==> config.mk <==
export PLATFORM = sky130hd
export DESIGN_NAME = i2s_capture_controller
export DESIGN_NICKNAME = d
export VERILOG_FILES = /design/src/rtl/i2s_capture_controller.sv
export SDC_FILE = /design/constraint.sdc
export NUM_CORES = 1
export LEC_CHECK = 0
export CAP_MARGIN = 40
export CORE_MARGIN = 5
export CORE_UTILIZATION = 45
export CTS_BUF_LIST = sky130_fd_sc_hd__clkbuf_4 sky130_fd_sc_hd__clkbuf_8 sky130_fd_sc_hd__clkbuf_16
export CTS_CLUSTER_DIAMETER = 40
export DETAILED_ROUTE_END_ITERATION = 6
export GPL_ROUTABILITY_DRIVEN = 0
export PLACE_DENSITY = 0.71
export SLEW_MARGIN = 20
export SYNTH_ARGS = -nofsm -noshare
export SYNTH_HDL_FRONTEND = slang
export SYNTH_SLANG_ARGS = --single-unit
export TNS_END_PERCENT = 5
==> constraint.sdc <==
create_clock -name clk -period 4.35 [get_ports clk]
set_clock_uncertainty 0.2 [all_clocks]
set_input_delay 0.6525 -clock clk [delete_from_list [all_inputs] [get_ports clk]]
set_output_delay 0.6525 -clock clk [all_outputs]
set_load 0.02 [all_outputs]
==> src/rtl/i2s_capture_controller.sv <==
// I2S master receive sequencer: generates SCK/WS, deserialises one PCM word per slot,
// owns the sample-buffer write pointer and resolves delayed-tap read requests.
module i2s_capture_controller #(
  parameter int NUMBER_OF_BITS = 8,
  parameter int SLOT_BITS      = 16,
  parameter int BIT_DIV        = 4,
  parameter int BUFFER_DEPTH   = 10,
  parameter int ADDR_WIDTH     = 4
) (
  input  logic                      clk,
  input  logic                      reset,
  input  logic                      enable,
  input  logic                      data_in,
  output logic                      sck,
  output logic                      ws,
  output logic                      sample_valid,
  output logic                      sample_channel,
  output logic [NUMBER_OF_BITS-1:0] sample_data,
  output logic                      buf_wr_en,
  output logic [ADDR_WIDTH-1:0]     buf_wr_addr,
  input  logic                      rd_req,
  input  logic [ADDR_WIDTH-1:0]     rd_delay,
  output logic                      rd_ack,
  output logic [ADDR_WIDTH-1:0]     rd_addr,
  output logic                      rd_err,
  output logic                      busy
);

  localparam int DIV_W  = $clog2(BIT_DIV);
  localparam int BIT_W  = $clog2(SLOT_BITS);
  localparam int FILL_W = ADDR_WIDTH + 1;
  localparam logic [DIV_W-1:0]      DIV_LAST     = DIV_W'(BIT_DIV - 1);
  localparam logic [DIV_W-1:0]      DIV_HALF     = DIV_W'(BIT_DIV / 2);
  localparam logic [DIV_W-1:0]      DIV_PRE_RISE = DIV_W'(BIT_DIV / 2 - 1);
  localparam logic [BIT_W-1:0]      SLOT_LAST    = BIT_W'(SLOT_BITS - 1);
  localparam logic [BIT_W-1:0]      WORD_LAST    = BIT_W'(NUMBER_OF_BITS);
  localparam logic [ADDR_WIDTH-1:0] PTR_LAST     = ADDR_WIDTH'(BUFFER_DEPTH - 1);
  localparam logic [FILL_W-1:0]     FILL_MAX     = FILL_W'(BUFFER_DEPTH);

  typedef enum logic [1:0] {IDLE, RUN, STOPPING} state_t;

  state_t                    state_q, state_d;
  logic [DIV_W-1:0]          div_q, div_d;
  logic [BIT_W-1:0]          bit_q, bit_d;
  logic                      sck_q, sck_d, ws_q, ws_d;
  logic [NUMBER_OF_BITS-1:0] shift_q, shift_d;
  logic                      cap_last_q, cap_last_d;
  logic                      frame_end;

  logic                      valid_q, chan_q;
  logic [NUMBER_OF_BITS-1:0] data_q;
  logic [ADDR_WIDTH-1:0]     wr_addr_q, wr_ptr_q, rd_addr_q;
  logic [FILL_W-1:0]         fill_q;
  logic                      rd_ack_q, rd_err_q;

  // Modulo arithmetic done in integers so BUFFER_DEPTH need not be a power of two.
  function automatic logic [ADDR_WIDTH-1:0] tap_addr(input logic [ADDR_WIDTH-1:0] ptr,
                                                     input logic [ADDR_WIDTH-1:0] delay);
    int t;
    t = int'(ptr) + BUFFER_DEPTH - 1 - (int'(delay) % BUFFER_DEPTH);
    if (t >= BUFFER_DEPTH) t = t - BUFFER_DEPTH;
    return ADDR_WIDTH'(t);
  endfunction

  assign frame_end = (div_q == DIV_LAST) && (bit_q == SLOT_LAST) && ws_q;

  always_comb begin
    state_d = state_q;
    case (state_q)
      IDLE:     if (enable) state_d = RUN;
      RUN:      if (!enable) state_d = STOPPING;
      STOPPING: if (enable) state_d = RUN;
                else if (frame_end) state_d = IDLE;
      default:  state_d = IDLE;
    endcase
  end

  // Counters stay cleared in IDLE and on the edge that returns to IDLE.
  always_comb begin
    div_d      = '0;
    bit_d      = '0;
    sck_d      = 1'b0;
    ws_d       = 1'b0;
    shift_d    = shift_q;
    cap_last_d = 1'b0;
    if (state_q != IDLE && state_d != IDLE) begin
      div_d = (div_q == DIV_LAST) ? '0 : div_q + 1'b1;
      sck_d = (div_d >= DIV_HALF);
      bit_d = bit_q;
      ws_d  = ws_q;
      if (div_q == DIV_LAST) begin
        bit_d = (bit_q == SLOT_LAST) ? '0 : bit_q + 1'b1;
        if (bit_q == SLOT_LAST) ws_d = ~ws_q;
      end
      if (div_q == DIV_PRE_RISE && bit_q != '0 && bit_q <= WORD_LAST) begin
        shift_d    = NUMBER_OF_BITS'({shift_q, data_in});
        cap_last_d = (bit_q == WORD_LAST);
      end
    end
  end

  always_ff @(posedge clk) begin
    if (reset) begin
      state_q    <= IDLE;
      div_q      <= '0;
      bit_q      <= '0;
      sck_q      <= 1'b0;
      ws_q       <= 1'b0;
      shift_q    <= '0;
      cap_last_q <= 1'b0;
    end else begin
      state_q    <= state_d;
      div_q      <= div_d;
      bit_q      <= bit_d;
      sck_q      <= sck_d;
      ws_q       <= ws_d;
      shift_q    <= shift_d;
      cap_last_q <= cap_last_d;
    end
  end

  // Word publication, buffer write pointer and the read-tap handshake.
  always_ff @(posedge clk) begin
    if (reset) begin
      valid_q   <= 1'b0;
      chan_q    <= 1'b0;
      data_q    <= '0;
      wr_addr_q <= '0;
      wr_ptr_q  <= '0;
      fill_q    <= '0;
      rd_ack_q  <= 1'b0;
      rd_addr_q <= '0;
      rd_err_q  <= 1'b0;
    end else begin
      valid_q <= cap_last_q;
      if (cap_last_q) begin
        data_q    <= shift_q;
        chan_q    <= ws_q;
        wr_addr_q <= wr_ptr_q;
      end
      if (valid_q) begin
        wr_ptr_q <= (wr_ptr_q == PTR_LAST) ? '0 : wr_ptr_q + 1'b1;
        if (fill_q != FILL_MAX) fill_q <= fill_q + 1'b1;
      end
      rd_ack_q <= rd_req;
      if (rd_req) begin
        rd_addr_q <= tap_addr(wr_ptr_q, rd_delay);
        rd_err_q  <= ({1'b0, rd_delay} >= fill_q) || (int'(rd_delay) >= BUFFER_DEPTH);
      end
    end
  end

  assign sck            = sck_q;
  assign ws             = ws_q;
  assign sample_valid   = valid_q;
  assign sample_channel = chan_q;
  assign sample_data    = data_q;
  assign buf_wr_en      = valid_q;
  assign buf_wr_addr    = wr_addr_q;
  assign rd_ack         = rd_ack_q;
  assign rd_addr        = rd_addr_q;
  assign rd_err         = rd_err_q;
  assign busy           = (state_q != IDLE);

endmodule

### After elaboration in Yosys (flattened, before gate mapping)

Index checks and enable logic that the tools add are counted.

| cells by class | value |
|---|---|
| $mul | 0 |
| shift operators | 0 |
| equal/unequal tests | 8 |
| magnitude comparators | 5 |
| add/subtract/negate cells | 8 |
| bitwise logic cells | 3 |
| reductions and logical operators | 15 |
| muxes and demuxes | 9 |
| divide/modulo/power cells | 1 |

Operators with widths:

| kind | count |
|---|---|
| greater-or-equal comparator 32 x 5 -> 1 bit, second input constant | 1 |
| remainder unit 5 x 5 -> 32 bit, second input constant | 1 |
| subtractor 6 x 32 -> 32 bit | 1 |
| equality test 4 bit, second input constant | 3 |
| 2-to-1 mux 4 bit | 3 |
| 2-to-1 mux 2 bit | 5 |
| adder 4 x 1 -> 4 bit, second input constant | 2 |
| one-hot mux 2 bit (3 select lines) | 1 |
| AND reduction 2 bit | 3 |
| subtractor 5 x 1 -> 6 bit, second input constant | 1 |
| adder 4 x 4 -> 5 bit, second input constant | 1 |
| adder 5 x 1 -> 5 bit, second input constant | 1 |
| greater-or-equal comparator 4 x 5 -> 1 bit | 1 |
| logical AND 1 bit | 5 |
| != test 5 x 4 -> 1 bit, second input constant | 1 |
| equality test 2 x 1 -> 1 bit, second input constant | 2 |
| equality test 2 bit, second input constant | 2 |
| greater-or-equal comparator 4 bit, second input constant | 1 |
| <= comparator 4 bit, second input constant | 1 |
| nonzero test 2 bit | 2 |
| nonzero test 4 bit | 1 |
| subtractor 4 bit, second input constant | 1 |
| NOT 1 bit | 3 |
| OR reduction 3 bit | 1 |
| other kinds (5) | 5 |

| storage, ports and cells | value |
|---|---|
| output and inout port bits | 24 |
| RAM bits | 0 |
| bits in read-only memories | 0 |
| memories | 0 |
| latch bits | 0 |
| bits in registers | 48 |

### Longest topological paths before layout

Gate-level depths: netlist of the first run.

| logic depth | value |
|---|---|
| depth after elaboration | 10 |
| gate-level depth with buffers | 11 |
| gate-level depth less buffers | 11 |

### Worst setup path after synthesis of the first run

Ideal clock, no wire load.

| timing path | value |
|---|---|
| kind | input to register |
| start point | in rd_delay[1] |
| end point | reg rd_addr_q[3] (netlist: rd_addr[3]) |
| arrival | 2.643 ns |
| cell stages on the path | 10 |
| setup time | 0.122 ns |
| path buffers | 0 |
| slack | 1.385 ns |
| required time | 4.028 ns |
| cells stage by stage | inv_1 ha_1 a22o_1 ha_1 or2_2 o22ai_1 xor2_1 o22ai_1 a21oi_1 o311a_1 |

| between the ends | value |
|---|---|
| word-level cells in the longest chain between the ends | 4 |

Ends and longest elaborated chain:

| what | RTL line | RTL |
|---|---|---|
| from (decl) | 22 | `input logic [ADDR_WIDTH-1:0] rd_delay,` |
| remainder unit 5 x 5 -> 32 bit * | 60 | `t = int'(ptr) + BUFFER_DEPTH - 1 - (int'(delay) % BUFFER_DEPTH);` |
| subtractor 6 x 32 -> 32 bit * | 60 |  |
| greater-or-equal comparator 32 x 5 -> 1 bit / subtractor 4 bit (equally long branches) | 61 | `if (t >= BUFFER_DEPTH) t = t - BUFFER_DEPTH;` |
| 2-to-1 mux 4 bit * | 61 |  |
| to (signal assigned) | 147 | `rd_addr_q <= tap_addr(wr_ptr_q, rd_delay);` |
| to (decl) | 52 | `logic [ADDR_WIDTH-1:0] wr_addr_q, wr_ptr_q, rd_addr_q;` |

Mark *: on every way between the ends. The rest lies on a longest branch, timed or not.
A chain may end at the register's enable or synchronous reset.

### Final worst setup path of the first run

Ends and elaborated chain as after synthesis.

==> results of run 1 <==
==> cell usage in the layout, fill, tap and decap left out, drive strengths merged, types with 2 or more instances in the layout <==
cell / count
mux2i: 22
or2: 3
dfxtp: 47
nand4: 3
clkbuf: 5
and3: 2
xnor2: 4
a211o: 2
a21oi: 10
ha: 21
o221ai: 2
a21o: 3
nand2: 10
o22ai: 2
nor3: 8
o21ai: 2
nand3: 7
o211ai: 2
xor2: 8
clkdlybuf4s50: 32
nor2b: 3
inv: 22
nor2: 50
==> sequential cells by signal (all words and copies together), names as in the netlist <==
register        cells
ws                  1
wr_ptr_q            4
shift_q             8
sample_data         8
rd_err              1
buf_wr_addr         4
fill_q              5
buf_wr_en           1
div_q               2
cap_last_q          1
state_q             2
rd_ack              1
rd_addr             4
bit_q               4
sample_channel      1
==> power by group <==
group,leakage [µW],internal (µW),total [µW],switching [µW]
clock,0.0000587,174,326,152
sequential,0.000380,437,441,3.98
combinational,0.000732,41.9,93.4,51.5
==> area by class of cell <==
cell class	count	area (µm²)
inverter	21	78.8
timing repair buffer	33	328
clock buffer	5	68.8
sequential	47	941
fill	491	2240
clock inverter	3	47.5
tap	70	87.6
multi-input combinational	185	1310
==> layer usage <==
layer	global-route usage, %	share of wire (%)	vias to the layer above
met5	0	0	-
li1	-	-	953
met3	3.69	4.2	4
met1	18.3	50	826
met4	4.90	0.81	0
met2	22.8	45	32
==> worst register-to-register path, cell delays in order (launching register included) <==
cell                      delay (ns)
sky130_fd_sc_hd__dfxtp_1        0.48
sky130_fd_sc_hd__ha_1           0.26
sky130_fd_sc_hd__xor2_1         0.10
sky130_fd_sc_hd__ha_1           0.25
sky130_fd_sc_hd__or2_2          0.30
sky130_fd_sc_hd__o22ai_1        0.15
sky130_fd_sc_hd__xor2_1         0.12
sky130_fd_sc_hd__o22ai_1        0.35
sky130_fd_sc_hd__a21oi_1        0.15
sky130_fd_sc_hd__o311a_1        0.34
==> synth_stat cells (2+ instances only) <==
cell type and n:
sky130_fd_sc_hd__o21ai_0 2, sky130_fd_sc_hd__buf_1 2, sky130_fd_sc_hd__xor2_1 8, sky130_fd_sc_hd__xnor2_1 4, sky130_fd_sc_hd__nand2_1 10, sky130_fd_sc_hd__nand4_1 2, sky130_fd_sc_hd__a21oi_1 10, sky130_fd_sc_hd__a21o_1 3
sky130_fd_sc_hd__a211o_1 2, sky130_fd_sc_hd__nor3_1 8, sky130_fd_sc_hd__ha_1 21, sky130_fd_sc_hd__o211ai_1 2, sky130_fd_sc_hd__or2_2 3, sky130_fd_sc_hd__nand3_1 7, sky130_fd_sc_hd__o221ai_1 2, sky130_fd_sc_hd__mux2i_1 22
sky130_fd_sc_hd__nor2b_1 3, sky130_fd_sc_hd__dfxtp_1 47, sky130_fd_sc_hd__clkbuf_1 6, sky130_fd_sc_hd__inv_1 21, sky130_fd_sc_hd__nor2_1 50, sky130_fd_sc_hd__o22ai_1 2
==> final timing paths <==
kind | start | end | cells past startpoint
max | rd_delay[1] | rd_addr[3]$_SDFFE_PP0P_ | 11
min | div_q[0]$_SDFF_PP0_ | div_q[0]$_SDFF_PP0_ | 1
max reg2reg | wr_ptr_q[0]$_SDFFE_PP0P_ | rd_addr[3]$_SDFFE_PP0P_ | 9
min reg2reg | div_q[0]$_SDFF_PP0_ | div_q[0]$_SDFF_PP0_ | 1
==> cells by family (layout without fill, tap and decap cells) <==
family                   Yosys count  count (layout)  synth area share, %
AND/OR/NAND/NOR                   91              91                 17.7
multiplexers                      22              22                 9.27
other                              1               1                0.158
buffers and inverters             31              62                 5.11
AO/OA/AOI/OAI                     37              37                 11.8
flip-flops                        47              47                 39.6
XOR/XNOR                          12              12                 4.42
adder cells (fa/ha/maj)           22              22                 11.9
==> through the flow <==
| stage | cells | hold WS (ns) | utilization [%] |
|---|---|---|---|
| 5_1_grt | 364 | 0.284 | 56.1 |
| 3_3_place_gp | 356 | 0.236 | 53.8 |
| 6_report | 364 | 0.265 | 56.1 |
| 3_5_place_dp | 356 | 0.252 | 53.8 |
| 4_1_cts | 364 | 0.265 | 56.1 |
| 2_1_floorplan | 263 | 0.229 | - |
==> flow_results.org, run 1 <==
** Setup path
- Largest stage delay on the critical path :: 0.57 ns
- For this design, the slowest cell found on the critical path is sky130_fd_sc_hd__clkdlybuf4s50_1.
- The setup path with the least slack is of type in -> reg.
- Crit end category :: flop
- Crit path launch type :: primary input
- STA puts the critical path data required time at around 4.3 ns.
- The number of buffers and inverters on the critical path is 2.
- Grouping stages by cell kind, the critical path spends the most delay in compound AO/OA/AOI/OAI gates.
- Walking the worst path, the cells encountered are clkdlybuf4s50_1 > inv_1 > ha_1 > a22o_1 > ha_1 > or2_2 > o22ai_1 > xor2_1 > o22ai_1 > a21oi_1 > o311a_1.
- Worst setup slack for register-to-register paths :: between 1.5 and 2 ns
- Of all nets on the critical path, the largest fanout is 6.
- Data on the critical path arrives at its endpoint at 3.48 ns.

** Detailed routing
- Using the TritonRoute via totals, the vias-per-cell ratio works out to 4.99.
- For this run, design rule violations remaining after detail routing come to 0.
- The detail route stage leaves a number of antenna-violating nets equal to 0.
- First-pass detailed-route iteration total :: 4
- The final layout contains routed wiring with a total length of 4.43 mm.
- Routed wire per std cell :: 12.2 µm
- Detailed router's first-iteration violation count :: 55
- Total via count after detailed routing :: 1815

** Layout
- The finished cells cover 2870 µm².
- Final #Nets :: 324
- P&R area growth vs syn :: 20.6%
- Ratio of cells with drive above 1 in the final layout :: 5.78%
- 0 antenna diodes ended up in the layout.

** Synth
- After synthesis, flip-flops and latches occupy about two fifths of the total area.
- Post-synth EDFFs :: 0
- Async S/R FF share, synth :: 0%
- Library cells used by synthesis :: 48
- Cell area after synthesis :: 2380 µm²
- During synthesis, Yosys emitted a total of 0 warnings.
- Counting every net in the synthesized netlist gives 294.
- Dominant register cell in the synthesized netlist :: sky130_fd_sc_hd__dfxtp_1
- In the post-synthesis netlist, the biggest area contributors are sky130_fd_sc_hd__dfxtp_1, sky130_fd_sc_hd__ha_1, sky130_fd_sc_hd__mux2i_1.
- After synthesis, the largest area contributor takes up between 30 and 40% of total cell area.
- Synthesis produced ~260 cells.
- Average cell area after synthesis :: 9.03 µm²
- Cell type with the largest total area after synthesis :: sky130_fd_sc_hd__dfxtp_1
- Synthesized flop and latch total :: 47

** Outcome
- Run status :: complete, no violations

** Floorplan
- Standard-cell row count :: 26
- The floorplan step defined a die boundary enclosing 6830 µm².
- The core region is 5110 µm².
- I/O pin count :: 33
- The die is ~83 µm tall.
- Overall die width :: 82.7 µm
- For this configuration, the core starts out at a cell density of 46.5%.

** GRT
- Sum of overflow across all layers after global routing :: 0
- Maximum number of pins on one net before global-route repair :: 40
- First-pass GRT wire length :: 7.52 mm
- The via count of the first global-routing pass was around 1700.
- Antenna violations before repair :: 0
- Global routing usage summed across all routing layers :: 14.2%

** Clock tree
- Max Buffers Root-to-Sink :: 2
- Clock tree synthesis inserted a total of 5 buffers.
- Post-CTS timing repair inserted 0 buffers for setup.
- Clock-pin transition on the worst setup and hold timing paths :: 0.09 ns
- Number of gates given a new drive strength after cts :: 0
- CTS tree :: yes
- The tree is rooted in a sky130_fd_sc_hd__clkbuf_8.
- The H-tree was split into 2 levels.
- Counting every sink on the clock net gives 47.
- Clock latency on the worst-skew pair, taken at its later pin, is roughly 0.30 ns.
- Number of buffers added to fix hold violations after cts :: 0

** Timing
- Setup violations remaining at the end of the flow were counted as 0.
- Number of max-slew violations in the final report :: 0
- Number of failing hold endpoints at the final stage :: 0
- In this run the tightest slew margin relative to its limit is ~45%.
- Highest clock frequency the design can meet :: 0.286 GHz
- Summed over all failing endpoints, the final setup total negative slack is 0 ns.
- The final critical path takes up 80.2% of the cycle.
- Setup ws final :: 0.859 ns
- Setup repair after global routing missed its margin :: false
- The smallest clock period supported by the final layout is computed as 3.49 ns.
- For the pin with the worst max-slew slack, the measured transition is slightly above 0.8 ns.

** Placement
- Once detailed placement completed, the half-perimeter wirelength came to 3.24 mm.
- At the placement stage, the worst setup path has a slack of 0.576 ns.
- Placed standard-cell area :: 2750 µm²
- Buffers added on ports :: 32

** Run
- Across the run, the number of max-cap violations was 0.

** Power and ir drop
- In this run the static leakage power is approximately 0.0012 µW.
- IR drop worst, VDD :: 0.000212 V
- Overall power consumption after layout is estimated at 860 µW.
- For this design the ratio of total power to cell area is between 300 and 400 nW/µm².

** Min path
- The min-delay analysis places its worst path in the category reg -> reg.
(Power assumes the default switching activity.)
==> run 2, diff against run 1 <==
--- a/config.mk
+++ b/config.mk
@@ -12,7 +12,7 @@
 export CTS_CLUSTER_DIAMETER = 40
 export DETAILED_ROUTE_END_ITERATION = 6
 export GPL_ROUTABILITY_DRIVEN = 0
-export PLACE_DENSITY = 0.71
+export PLACE_DENSITY = 0.73
 export SLEW_MARGIN = 20
 export SYNTH_ARGS = -nofsm -noshare
 export SYNTH_HDL_FRONTEND = slang
==> constraint.sdc (replaced) <==
create_clock -name clk -period 3 [get_ports clk]
set_clock_uncertainty 0.2 [all_clocks]
set_input_delay 0.45 -clock clk [delete_from_list [all_inputs] [get_ports clk]]
set_output_delay 0.45 -clock clk [all_outputs]
set_load 0.02 [all_outputs]
==> flow_results.org, run 2 (synthesis gave the netlist of run 1 again) <==
** Placement
- Detailed placer's ending HPWL :: 3.32 mm
- Buffers added on ports :: 32
- Setup Slack @ Placement :: -0.327 ns
- Placed standard-cell area :: ~2800 µm²

** Setup path
- Crit end category :: flop
- At the worst endpoint, the required time is 3.03 ns.
- For the worst setup path, the data arrival time is roughly 3.0 ns.
- For this run, the slowest stage of the critical path takes about 0.48 ns.
- The slowest stage of the critical path is the sky130_fd_sc_hd__clkdlybuf4s50_1 cell.
- Among the stages of the critical path, the cell type that occurs most often is sky130_fd_sc_hd__o22ai_2.
- In this run the worst path has a maximum fanout of 4.
- The worst setup path is launched from a primary input.
- Series of cell instances along the critical path :: clkdlybuf4s50_1 > inv_1 > ha_1 > a22o_1 > ha_2 > or2_4 > o22ai_2 > xor2_1 > o22ai_2 > buf_4 > a211o_1 > a31oi_1
- Type of the worst setup path :: in -> reg

** Layout
- Commonest non-fill, non-tap cells in the layout :: sky130_fd_sc_hd__nor2_1, sky130_fd_sc_hd__dfxtp_1, sky130_fd_sc_hd__clkdlybuf4s50_1
- P&R area growth vs syn :: 24.9%
- Number of inserted diodes :: 0
- Most common library cell in the layout ignoring fill and taps :: sky130_fd_sc_hd__nor2_1
- Final #Nets :: 335
- Post-route standard cell area excluding fillers :: 2970 µm²
- Ratio of cells with drive above 1 in the final layout :: 12.1%

** Timing
- Measured against its own limit, the worst slew margin works out to between 50% and 60%.
- Number of max-slew violations in the final report :: 0
- Of the available clock period, the critical path in the final layout requires 97.3%.
- Based on the critical path, the design can be clocked at up to 0.343 GHz.
- Setup violations remaining at the end of the flow were counted as 0.
- Setup ws final :: 0.0803 ns
- Transition time of the tightest slew-check pin :: 0.748 ns
- Shortest clock period the worst path allows after layout :: 2.92 ns
- The final count of hold timing violations was 0.
- Worst hold-check slack :: 0.264 ns

** Floorplan
- In this run the core area contains 26 standard-cell rows.
- I/O pin count :: 33
- Starting density of the core :: between 40% and 50%
- Die Area :: 6830 µm²
- Measured along the x axis, the die boundary spans 82.7 µm.
- Placeable Area :: 5110 µm²
- The die is between 80 and 90 µm tall.

** GRT
- The total overflow left after global routing is 0.
- The via count of the first global-routing pass is 1852.
- Entering global routing, the biggest net connects 39 pins.
- The initial antenna violation count was 0.
- First-pass GRT wire length :: 7.78 mm
- For this run, the total global-route usage over all layers was measured as 14.4%.

** Detailed routing
- Routed wire per std cell :: 12.1 µm
- Via-to-Cell Ratio :: 5.03
- Summed over all layers, the routed wires come to 4.52 mm.
- Total DRC errors in the routed layout :: 0
- Once detail routing completed, the nets flagged for antenna violations numbered 0.
- The first detailed-routing pass ran for 4 iterations.
- The final route contains 1885 vias.
- Detailed router's first-iteration violation count :: 62

** Power and ir drop
- P per Cell Area :: 402 nW/µm²
- IR drop worst, VDD :: 0.000326 V
- Total leakage power :: 0.00123 µW

** Clock tree
- CTS placed an instance of sky130_fd_sc_hd__clkbuf_8 at the clock tree root.
- After clock tree synthesis, the flow added hold-fix buffers numbering 0.
- Number of clock buffers inserted by TritonCTS :: 5
- TritonCTS built the clock tree.
- Clock insertion delay at the later pin of the skew report :: ~0.29 ns
- Max Buffers Root-to-Sink :: 2
- Count of H-tree levels built during CTS :: 2
- Clock-pin transition on the worst setup and hold timing paths :: 0.09 ns
- Clock tree synthesis found a total of 47 sinks.
- Post-CTS timing repair inserted 0 buffers for setup.

** Outcome
- The run finished with clean final reports.

** Run
- Max-cap violation count :: 0

** Min path
- The tightest min-delay check is of the reg -> reg type.
run 2: power by group:
part	switching [µW]	internal [µW]	total, µW	leakage, µW
Clock	211	177	387	0.0000488
Combinational	86.2	80.2	166	0.000801
Sequential	5.72	633	639	0.000380
Total	303	890	1190	0.00123
run 2: per-layer routing:
metal  share of wire, %  vias up  global-route usage, %
li1                   -      974                      -
met1                 46      879                   17.1
met2                 49       28                   25.4
met3                3.9        4                   4.12
met4               0.51        0                   3.92
met5                  0        -                      0
run 2: through the flow:
step,power (µW),setup TNS [ns],cells,utilization (%)
5_1_grt,1250,-0.0214,375,58.1
6_report,1190,0,375,58.1
3_3_place_gp,807,-0.791,367,55.4
4_1_cts,1200,0,375,57.4
3_5_place_dp,811,-0.886,367,55.4
2_1_floorplan,741,0,263,-
run 2: final timing paths:
path                            startpoint                       to  slack [ns]  cells past startpoint
setup reg to reg  wr_ptr_q[1]$_SDFFE_PP0P_  rd_addr[3]$_SDFFE_PP0P_        0.30                     11
hold / removal         div_q[0]$_SDFF_PP0_      div_q[0]$_SDFF_PP0_        0.26                      1
hold reg to reg        div_q[0]$_SDFF_PP0_      div_q[0]$_SDFF_PP0_        0.26                      1
setup / recovery               rd_delay[2]  rd_addr[2]$_SDFFE_PP0P_        0.08                     12
run 2: layout make-up:
type | instances | area (µm²)
Fill cell | 468 | 2140
Multi-Input combinational cell | 185 | 1350
Sequential cell | 47 | 941
Timing Repair Buffer | 44 | 413
Tap cell | 70 | 87.6
Inverter | 21 | 78.8
Clock buffer | 6 | 76.3
Clock inverter | 2 | 17.5
run 2: critical path: cells and delay by family:
kind            cells  cell delay, ns
compound gates      5            0.90
xor+xnor            1            0.23
fa+ha+maj           2            0.44
buf+inv             3            0.70
simple gates        1            0.23
run 2: timing repair:
item	CTS	global route
resized for setup	1	11
setup endpoints to repair	1	3
pin swaps	0	6
==> run 3, diff against run 2 <==
==> constraint.sdc (replaced) <==
create_clock -name clk -period 3 [get_ports clk]
set_clock_uncertainty 0.2 [all_clocks]
set_input_delay 0.45 -clock clk [delete_from_list [all_inputs] [get_ports clk]]
set_output_delay 0.45 -clock clk [all_outputs]
set_load 0.05 [all_outputs]
==> results of run 3 <==
Same layout as run 2 (identical final DEF). Status: complete, no violations.
Among the figures that moved: total power 1190 µW -> 1210 µW
